===== src/rtl/ctrl_pipe_pkg.sv =====
// Shared constants for the decode-to-writeback control pipeline:
// control word field positions, stage indices and per-stage keep masks.
package ctrl_pipe_pkg;

  localparam int CW_DEFAULT     = 16;
  localparam int NSTAGE_DEFAULT = 4;

  localparam int MEMTOREG   = 0;
  localparam int MEMWRITE   = 1;
  localparam int ALUSRC     = 2;
  localparam int REGDST     = 3;
  localparam int REGWRITE   = 4;
  localparam int SIGN_EXT   = 5;
  localparam int WRITE_HILO = 6;
  localparam int MEMEN      = 7;
  localparam int ALUOP_LSB  = 8;
  localparam int ALUOP_MSB  = 15;

  localparam int ST_E = 0;
  localparam int ST_M = 1;
  localparam int ST_W = 2;

  typedef struct packed {
    logic [7:0] aluop;
    logic       memen;
    logic       writeHilo;
    logic       signExt;
    logic       regWrite;
    logic       regDst;
    logic       aluSrc;
    logic       memWrite;
    logic       memToReg;
  } ctrl_word_t;

  function automatic logic [CW_DEFAULT-1:0] fieldBit(input int pos);
    return CW_DEFAULT'(1) << pos;
  endfunction

  // Execute needs everything; memory and writeback keep only what they consume.
  localparam logic [CW_DEFAULT-1:0] KEEP_E = '1;
  localparam logic [CW_DEFAULT-1:0] KEEP_M =
    fieldBit(MEMTOREG) | fieldBit(MEMWRITE) | fieldBit(REGWRITE) |
    fieldBit(WRITE_HILO) | fieldBit(MEMEN);
  localparam logic [CW_DEFAULT-1:0] KEEP_W =
    fieldBit(MEMTOREG) | fieldBit(REGWRITE) | fieldBit(WRITE_HILO);

endpackage


===== src/rtl/ctrl_pipe_if.sv =====
// Decoder-side inputs and per-stage outputs of the control pipeline.
interface ctrl_pipe_if
  import ctrl_pipe_pkg::*;
#(
  parameter int NSTAGE = NSTAGE_DEFAULT,
  parameter int CW     = CW_DEFAULT
);
  logic [CW-1:0]                  ctrl_d;
  logic                           valid_d;
  logic                           stall_d;
  logic [NSTAGE-1:0]              stall;
  logic [NSTAGE-1:0]              flush;
  logic [NSTAGE*CW-1:0]           ctrl_q;
  logic [NSTAGE-1:0]              valid_q;
  logic [$clog2(NSTAGE+1)-1:0]    occ_cnt;
  logic                           stall_err;

  modport master (
    output ctrl_d, valid_d, stall_d, stall, flush,
    input  ctrl_q, valid_q, occ_cnt, stall_err
  );

  modport slave (
    input  ctrl_d, valid_d, stall_d, stall, flush,
    output ctrl_q, valid_q, occ_cnt, stall_err
  );
endinterface


===== src/rtl/ctrl_pipe_stage.sv =====
// One control pipeline register: flush, then stall, then bubble, then advance.
module ctrl_pipe_stage
  import ctrl_pipe_pkg::*;
#(
  parameter int            CW   = CW_DEFAULT,
  parameter logic [CW-1:0] MASK = '1
) (
  input  logic          clk,
  input  logic          rst,
  input  logic [CW-1:0] upCtrl,
  input  logic          upValid,
  input  logic          upStall,
  input  logic          stall,
  input  logic          flush,
  output logic [CW-1:0] ctrlQ,
  output logic          validQ
);

  always_ff @(posedge clk or negedge rst) begin
    if (!rst) begin
      validQ <= 1'b0;
      ctrlQ  <= '0;
    end else if (flush) begin
      validQ <= 1'b0;
      ctrlQ  <= '0;
    end else if (!stall) begin
      if (upStall) begin
        validQ <= 1'b0;
        ctrlQ  <= '0;
      end else begin
        // Empty slots always carry a zero word so consumers need not gate on valid.
        validQ <= upValid;
        ctrlQ  <= upValid ? (upCtrl & MASK) : '0;
      end
    end
  end

endmodule


===== src/rtl/ctrl_pipe_chain.sv =====
// Control-word pipeline from decode to writeback: NSTAGE stage registers,
// a sticky detector for stalls that would clobber live data, and occupancy.
module ctrl_pipe_chain
  import ctrl_pipe_pkg::*;
#(
  parameter int                   NSTAGE    = NSTAGE_DEFAULT,
  parameter int                   CW        = CW_DEFAULT,
  parameter logic [NSTAGE*CW-1:0] KEEP_MASK = {NSTAGE*CW{1'b1}}
) (
  input  logic      clk,
  input  logic      rst,
  ctrl_pipe_if.slave bus
);

  localparam int OCW = $clog2(NSTAGE + 1);

  logic [NSTAGE*CW-1:0] ctrlQ;
  logic [NSTAGE-1:0]    validQ;
  logic [NSTAGE*CW-1:0] upCtrl;
  logic [NSTAGE-1:0]    upValid;
  logic [NSTAGE-1:0]    upStall;
  logic                 errSet;
  logic                 stallErr;
  logic [OCW-1:0]       occCnt;

  for (genvar k = 0; k < NSTAGE; k++) begin : g_stage
    if (k == 0) begin : g_head
      assign upCtrl[0 +: CW] = bus.ctrl_d;
      assign upValid[0]      = bus.valid_d;
      assign upStall[0]      = bus.stall_d;
    end else begin : g_body
      assign upCtrl[k*CW +: CW] = ctrlQ[(k-1)*CW +: CW];
      assign upValid[k]         = validQ[k-1];
      assign upStall[k]         = bus.stall[k-1];
    end

    ctrl_pipe_stage #(
      .CW   (CW),
      .MASK (KEEP_MASK[k*CW +: CW])
    ) u_stage (
      .clk     (clk),
      .rst     (rst),
      .upCtrl  (upCtrl[k*CW +: CW]),
      .upValid (upValid[k]),
      .upStall (upStall[k]),
      .stall   (bus.stall[k]),
      .flush   (bus.flush[k]),
      .ctrlQ   (ctrlQ[k*CW +: CW]),
      .validQ  (validQ[k])
    );
  end

  // A stalled stage with a moving, live predecessor would be overwritten.
  always_comb begin
    errSet = 1'b0;
    for (int k = 0; k < NSTAGE - 1; k++) begin
      errSet = errSet | (bus.stall[k+1] & ~bus.stall[k] & ~bus.flush[k] &
                         validQ[k] & ~bus.flush[k+1]);
    end
  end

  always_ff @(posedge clk or negedge rst) begin
    if (!rst) begin
      stallErr <= 1'b0;
    end else if (errSet) begin
      stallErr <= 1'b1;
    end
  end

  always_comb begin
    occCnt = '0;
    for (int k = 0; k < NSTAGE; k++) begin
      occCnt = occCnt + OCW'(validQ[k]);
    end
  end

  assign bus.ctrl_q    = ctrlQ;
  assign bus.valid_q   = validQ;
  assign bus.occ_cnt   = occCnt;
  assign bus.stall_err = stallErr;

endmodule


===== src/flat_wrapper.sv =====
// flat-port wrapper written by rule: the top's interface ports become plain ports
module ctrl_pipe_chain_flat import ctrl_pipe_pkg::*;
#(
  parameter int                   NSTAGE    = NSTAGE_DEFAULT,
  parameter int                   CW        = CW_DEFAULT,
  parameter logic [NSTAGE*CW-1:0] KEEP_MASK = {NSTAGE*CW{1'b1}}
)
  (clk, rst, bus_ctrl_d, bus_valid_d, bus_stall_d, bus_stall, bus_flush, bus_ctrl_q, bus_valid_q, bus_occ_cnt, bus_stall_err);
  ctrl_pipe_if #(.NSTAGE(NSTAGE), .CW(CW)) bus_i ();
  input  logic clk;
  input  logic rst;
  input wire logic [$bits(bus_i.ctrl_d)-1:0] bus_ctrl_d;
  input wire logic [$bits(bus_i.valid_d)-1:0] bus_valid_d;
  input wire logic [$bits(bus_i.stall_d)-1:0] bus_stall_d;
  input wire logic [$bits(bus_i.stall)-1:0] bus_stall;
  input wire logic [$bits(bus_i.flush)-1:0] bus_flush;
  output wire logic [$bits(bus_i.ctrl_q)-1:0] bus_ctrl_q;
  output wire logic [$bits(bus_i.valid_q)-1:0] bus_valid_q;
  output wire logic [$bits(bus_i.occ_cnt)-1:0] bus_occ_cnt;
  output wire logic [$bits(bus_i.stall_err)-1:0] bus_stall_err;
  assign bus_i.ctrl_d = bus_ctrl_d;
  assign bus_i.valid_d = bus_valid_d;
  assign bus_i.stall_d = bus_stall_d;
  assign bus_i.stall = bus_stall;
  assign bus_i.flush = bus_flush;
  assign bus_ctrl_q = bus_i.ctrl_q;
  assign bus_valid_q = bus_i.valid_q;
  assign bus_occ_cnt = bus_i.occ_cnt;
  assign bus_stall_err = bus_i.stall_err;
  ctrl_pipe_chain #(.NSTAGE(NSTAGE), .CW(CW), .KEEP_MASK(KEEP_MASK)) u_core (.clk(clk), .rst(rst), .bus(bus_i));
endmodule

===== config.mk =====
export PLATFORM = sky130hd
export DESIGN_NAME = ctrl_pipe_chain_flat
export DESIGN_NICKNAME = d
export VERILOG_FILES = /design/src/rtl/ctrl_pipe_pkg.sv /design/src/rtl/ctrl_pipe_if.sv /design/src/rtl/ctrl_pipe_stage.sv /design/src/rtl/ctrl_pipe_chain.sv /design/src/flat_wrapper.sv
export SDC_FILE = /design/constraint.sdc
export NUM_CORES = 1
export LEC_CHECK = 0
export BUFFER_PORTS_ARGS = -buffer_cell sky130_fd_sc_hd__buf_2
export CAP_MARGIN = 15
export CELL_PAD_IN_SITES_DETAIL_PLACEMENT = 0
export CELL_PAD_IN_SITES_GLOBAL_PLACEMENT = 1
export CORE_AREA = 4 4 103 105
export CTS_CLUSTER_DIAMETER = 30
export DETAILED_ROUTE_END_ITERATION = 8
export DIE_AREA = 0 0 107 109
export GPL_TIMING_DRIVEN = 0
export PLACE_DENSITY_LB_ADDON = 0.1
export SLEW_MARGIN = 20
export SYNTH_ARGS = -nofsm -noshare
export SYNTH_HDL_FRONTEND = slang
export SYNTH_HIERARCHICAL = 1
export SYNTH_SLANG_ARGS = --single-unit

===== constraint.sdc =====
create_clock -name clk -period 3.2 [get_ports clk]
set_input_delay 0.64 -clock clk [delete_from_list [all_inputs] [get_ports clk]]
set_output_delay 0.64 -clock clk [all_outputs]
set_load 0.005 [all_outputs]

* After elaboration in Yosys (flattened, before gate mapping)
Index checks and enable logic that the tools add are counted.
** Word-level totals
- Register bits after elaboration :: 69
- Output and inout bits :: 72
- Word-level logic and storage cells :: 65
** Operators by class
- Add/subtract/negate cells :: 3
- Bitwise logic cells :: 21
- Multiplexer cells :: 28
- Equal/unequal tests :: 4
** Operators with widths (count)
- $mux W16 :: 16
- $and A1 B1 Y1 :: 12
- $mux W1 :: 12
- $ne A2 B1 Y1 const B :: 4
- $not A1 Y1 :: 7
- $add A3 B1 Y3 :: 2
- $add A1 B1 Y2 :: 1
- $or A1 B1 Y1 :: 2

* Depth between registers and ports, before layout
- Depth after elaboration :: 7
- Depth in mapped cells :: 4

* Cells and area by module
Netlist, hierarchy kept.
** By module, submodules not included
- ctrl_pipe_stage :: cells each 75, area an instance 799.5 um2, seq. area each 425.4 um2, times used 4
- ctrl_pipe_chain :: cells each 11, area an instance 113.9 um2, seq. area each 25.0 um2, times used 1

* Least setup slack after synthesis
Ideal clock, no wire load.
- Kind :: register -> output
- From :: reg u_core.g_stage[0].u_stage.validQ
- To :: out bus_occ_cnt[1]
- Buffers on the path :: 0
- Setup slack :: 1.146 ns
- Cell stages (with the launch flop) :: 4
- Required time :: 2.560 ns
- Arrival :: 1.414 ns
- Cell sequence :: dfrtp_1 -> ha_1 -> fa_1 -> ha_1
** On the way
- Cells in the longest elaborated chain, start to end :: 3
** RTL lines
- start: declaration :: RTL line ctrl_pipe_stage.sv:16 : output logic validQ
- start signal: assignment :: RTL line ctrl_pipe_stage.sv:32 : validQ <= upValid;
- $add A1 B1 Y2 :: RTL line ctrl_pipe_chain.sv:73 : occCnt = occCnt + OCW'(validQ[k]);
- $add A3 B1 Y3 (2 in series) :: RTL line ctrl_pipe_chain.sv:73
- end: declaration :: RTL line flat_wrapper.sv:19 : output wire logic [$bits(bus_i.occ_cnt)-1:0] bus_occ_cnt;
Every way passes these cells.

* Worst setup path in the final report
Ends and elaborated chain as after synthesis.

==> metrics <==
adder-cell share of the synthesized area=1.36%; share of power burned in registers=between 50% and 60%; CTS clock-pin slew for the worst setup and hold paths=roughly 70 ps; area added between synthesis and finish=26.7%; total routing resource utilization after global routing=between 10% and 20%; ANT nets after route=0; simple-gate portion of the synthesized area=approximately a third; global placement routability congestion=~0.71; Die H=109 um; buffer depth of the longest clock path=2; endpoint class of the critical path=primary output; power consumption=~0.0017 W; Max Clock Skew=approximately 7.6 ps; DP Wirelength=6240 um; library cell used as clock root buffer=clkbuf_8; share of the synthesized area in the top cell type=between 50% and 60%; number of iterations in the first detailed-routing pass=4; Leak Pwr=~1.9 nW; Setup WS pre-CTS=slightly below 900 ps; first-pass GRT wire length=between 10,000 and 15,000 um; average instance area after synthesis=10.6 um2; launch point of the worst reg-to-reg path=u_core/g_stage[2].u_stage/validQ; main combinational cell family by area after synthesis=simple AND/OR/NAND/NOR gates; largest net degree at the start of global routing=55; number of nets in the layout=453; total net switching power=between 0.0003 and 0.0004 W; measured slew at the worst slew-check pin=about 440 ps; crit path time final=about 2700 ps; leading cell types by total area after synthesis=dfrtp_1 (52%), nand4bb_1 (15%), a21oi_1 (10%); total of cells resized after clock tree synthesis=0; post-synth top area cell=dfrtp_1; post-route setup slack=between 500 and 600 ps; part of the total power dissipated in the clock network=around two fifths; number of input and output port buffers inserted=99; final sum of negative setup slack=0 ps; placeable core area=0.00964 mm2; post-CTS setup buffer count=0; switching share of power=roughly 23%; count of clock tree sinks=69; critical path start-end classification=flop to primary output; sequential share of the synthesized area=between 50% and 60%; effective utilization at floorplan=between 30% and 40%; total via count after detailed routing=2,674; number of vias per cell=roughly 4.8; XOR/XNOR share of the synthesized area=0%; Netlist cell types=17; area post-placement=about 0.0040 mm2; DRC errors left=0; total clock buffers created by CTS=9; number of hold violations in the final report=0; Max FO, Critical Path=12; number of violations reported at the end of detailed-routing iteration 0=73; Synth Instances=approximately 310; number of global-route vias before repair=around 2,800; required time reported for the critical path endpoint=about 2600 ps; crit path launch=u_core/g_stage[0].u_stage/validQ; clock tree from TritonCTS=done; cell area after layout=between 0.004 and 0.005 mm2; mux share of post-synthesis cell area=0%; io pins=100; arrival time at the worst endpoint=between 2000 and 2500 ps; areal power density over the cells=around 400 mW/mm2; mean routed wirelength per cell=roughly 15 um; insertion delay of the later-clocked pin in the worst-skew pair=around 340 ps; internal power=~0.0013 W; max-slew headroom at the worst pin=just over 70%; cell row count=36; number of synthesized register bits=69; part of the cycle the worst path needs=around 83%; status=finished clean; most common library cell in the layout ignoring fill and taps=buf_2; number of antenna violations at the first check in global routing=0; total number of H-tree levels=3; max-capacitance violation count=0; post-synth net total=between 300 and 400; leading cell types in the layout, fill and taps excluded=buf_2 (110), dfrtp_1 (69), nand2_1 (68), a21oi_1 (68), nand4bb_1 (44); x dimension of the die=between 100 and 150 um; global route overflow=0; number of slew-limit violations in the final report=0; ant diodes=0; Finish-stage setup viols=0; logic gate share of total power=about 7.9%; maximum ir drop on the vdd rail=between 0.0002 and 0.00025 V; Synth Area in Compound Gates=a little over a tenth; worst hold margin=roughly 160 ps; summed instance area of the synthesized netlist=roughly 0.0033 mm2; CP Launch Type=flop; setup repair after global routing missed its margin=no; class of the tightest hold or removal check=primary input to async pin; yosys warns=6; fraction of layout cells with a size suffix above 1=34.7%; quantity of hold-fixing buffers added after cts=0; sum of routed wire length over all layers=8200 um; die outline area=between 0.01 and 0.015 mm2; maximum clock frequency=377 MHz
-- metal layers --
| metal | track usage [%] | wire length [um] | up-vias |
|---|---|---|---|
| li1 | - | - | 1362 |
| met1 | 18.2 | 3680 | 1241 |
| met2 | 25.7 | 4030 | 65 |
| met3 | 4.32 | 416 | 6 |
| met4 | 4.38 | 79 | 0 |
| met5 | 0 | 0 | - |
-- path summary, 6_finish.rpt --
path	end	slack (ps)	depth (start not counted)
max in group asynchronous	u_core/g_stage[0].u_stage/ctrlQ[7]	2510	2
worst max-delay path	bus_occ_cnt[1]	550	4
min in group clk	u_core/bus.stall_err	490	2
worst min-delay path	u_core/g_stage[3].u_stage/ctrlQ[8]	160	1
worst max register to register	u_core/g_stage[3].u_stage/validQ	1770	3
worst min register to register	u_core/bus.stall_err	490	2
-- sequential cells by signal (all words and copies together) (netlist names) --
signal	count
u_core/bus.stall_err	1
u_core/g_stage.u_stage/ctrlQ	64
u_core/g_stage.u_stage/validQ	4
-- layout make-up --
type	instances	area [um2]
Inverter	1	3.75
Tap cell	133	166
Multi-Input combinational cell	213	1460
Timing Repair Buffer	100	526
Sequential cell	69	1730
Clock buffer	11	141
Clock inverter	5	50.0
Fill cell	1016	5440
Buffer	28	120
-- Yosys cell counts --
cell	n
dfrtp_1	69
nand2_1	68
nand3_1	1
nand4bb_1	44
a21oi_1	68
nor2_1	2
o221ai_1	1
and4bb_2	1
inv_1	1
ha_1	2
buf_2	12
or4bb_2	20
clkbuf_1	12
a31oi_1	1
fa_1	1
buf_1	4
or3b_1	4
-- power groups by stage --
stage	Sequential, W	Combinational [W]	Clock, W
6_report	0.000883	0.000134	0.000686
5_1_grt	0.000884	0.000152	0.000752
4_1_cts	0.000883	0.000138	0.000713
3_5_place_dp	0.000900	0.000137	0
3_3_place_gp	0.000900	0.000132	0
2_1_floorplan	0.000899	0.0000664	0
-- cells by family (layout without fill, tap and decap cells) --
group | after synthesis | after routing
AOI/OAI and AO/OA | 70 | 70
adders and majority gates | 3 | 3
DFF | 69 | 69
buffers and inverters | 29 | 145
and+or+nand+nor | 140 | 140
-- worst max-delay path, stage by stage (launching register included) --
cell and delay, ps:
dfrtp_1 500, ha_1 370, fa_1 380, ha_1 290, buf_2 130
-- metrics by stage --
step                std cells  util (%)
CTS                       560      43.5
global placement          543      41.2
floorplan                 311         -
global route              560      43.5
finish                    560      43.5
detailed placement        544      41.5
(Power assumes the default switching activity.)
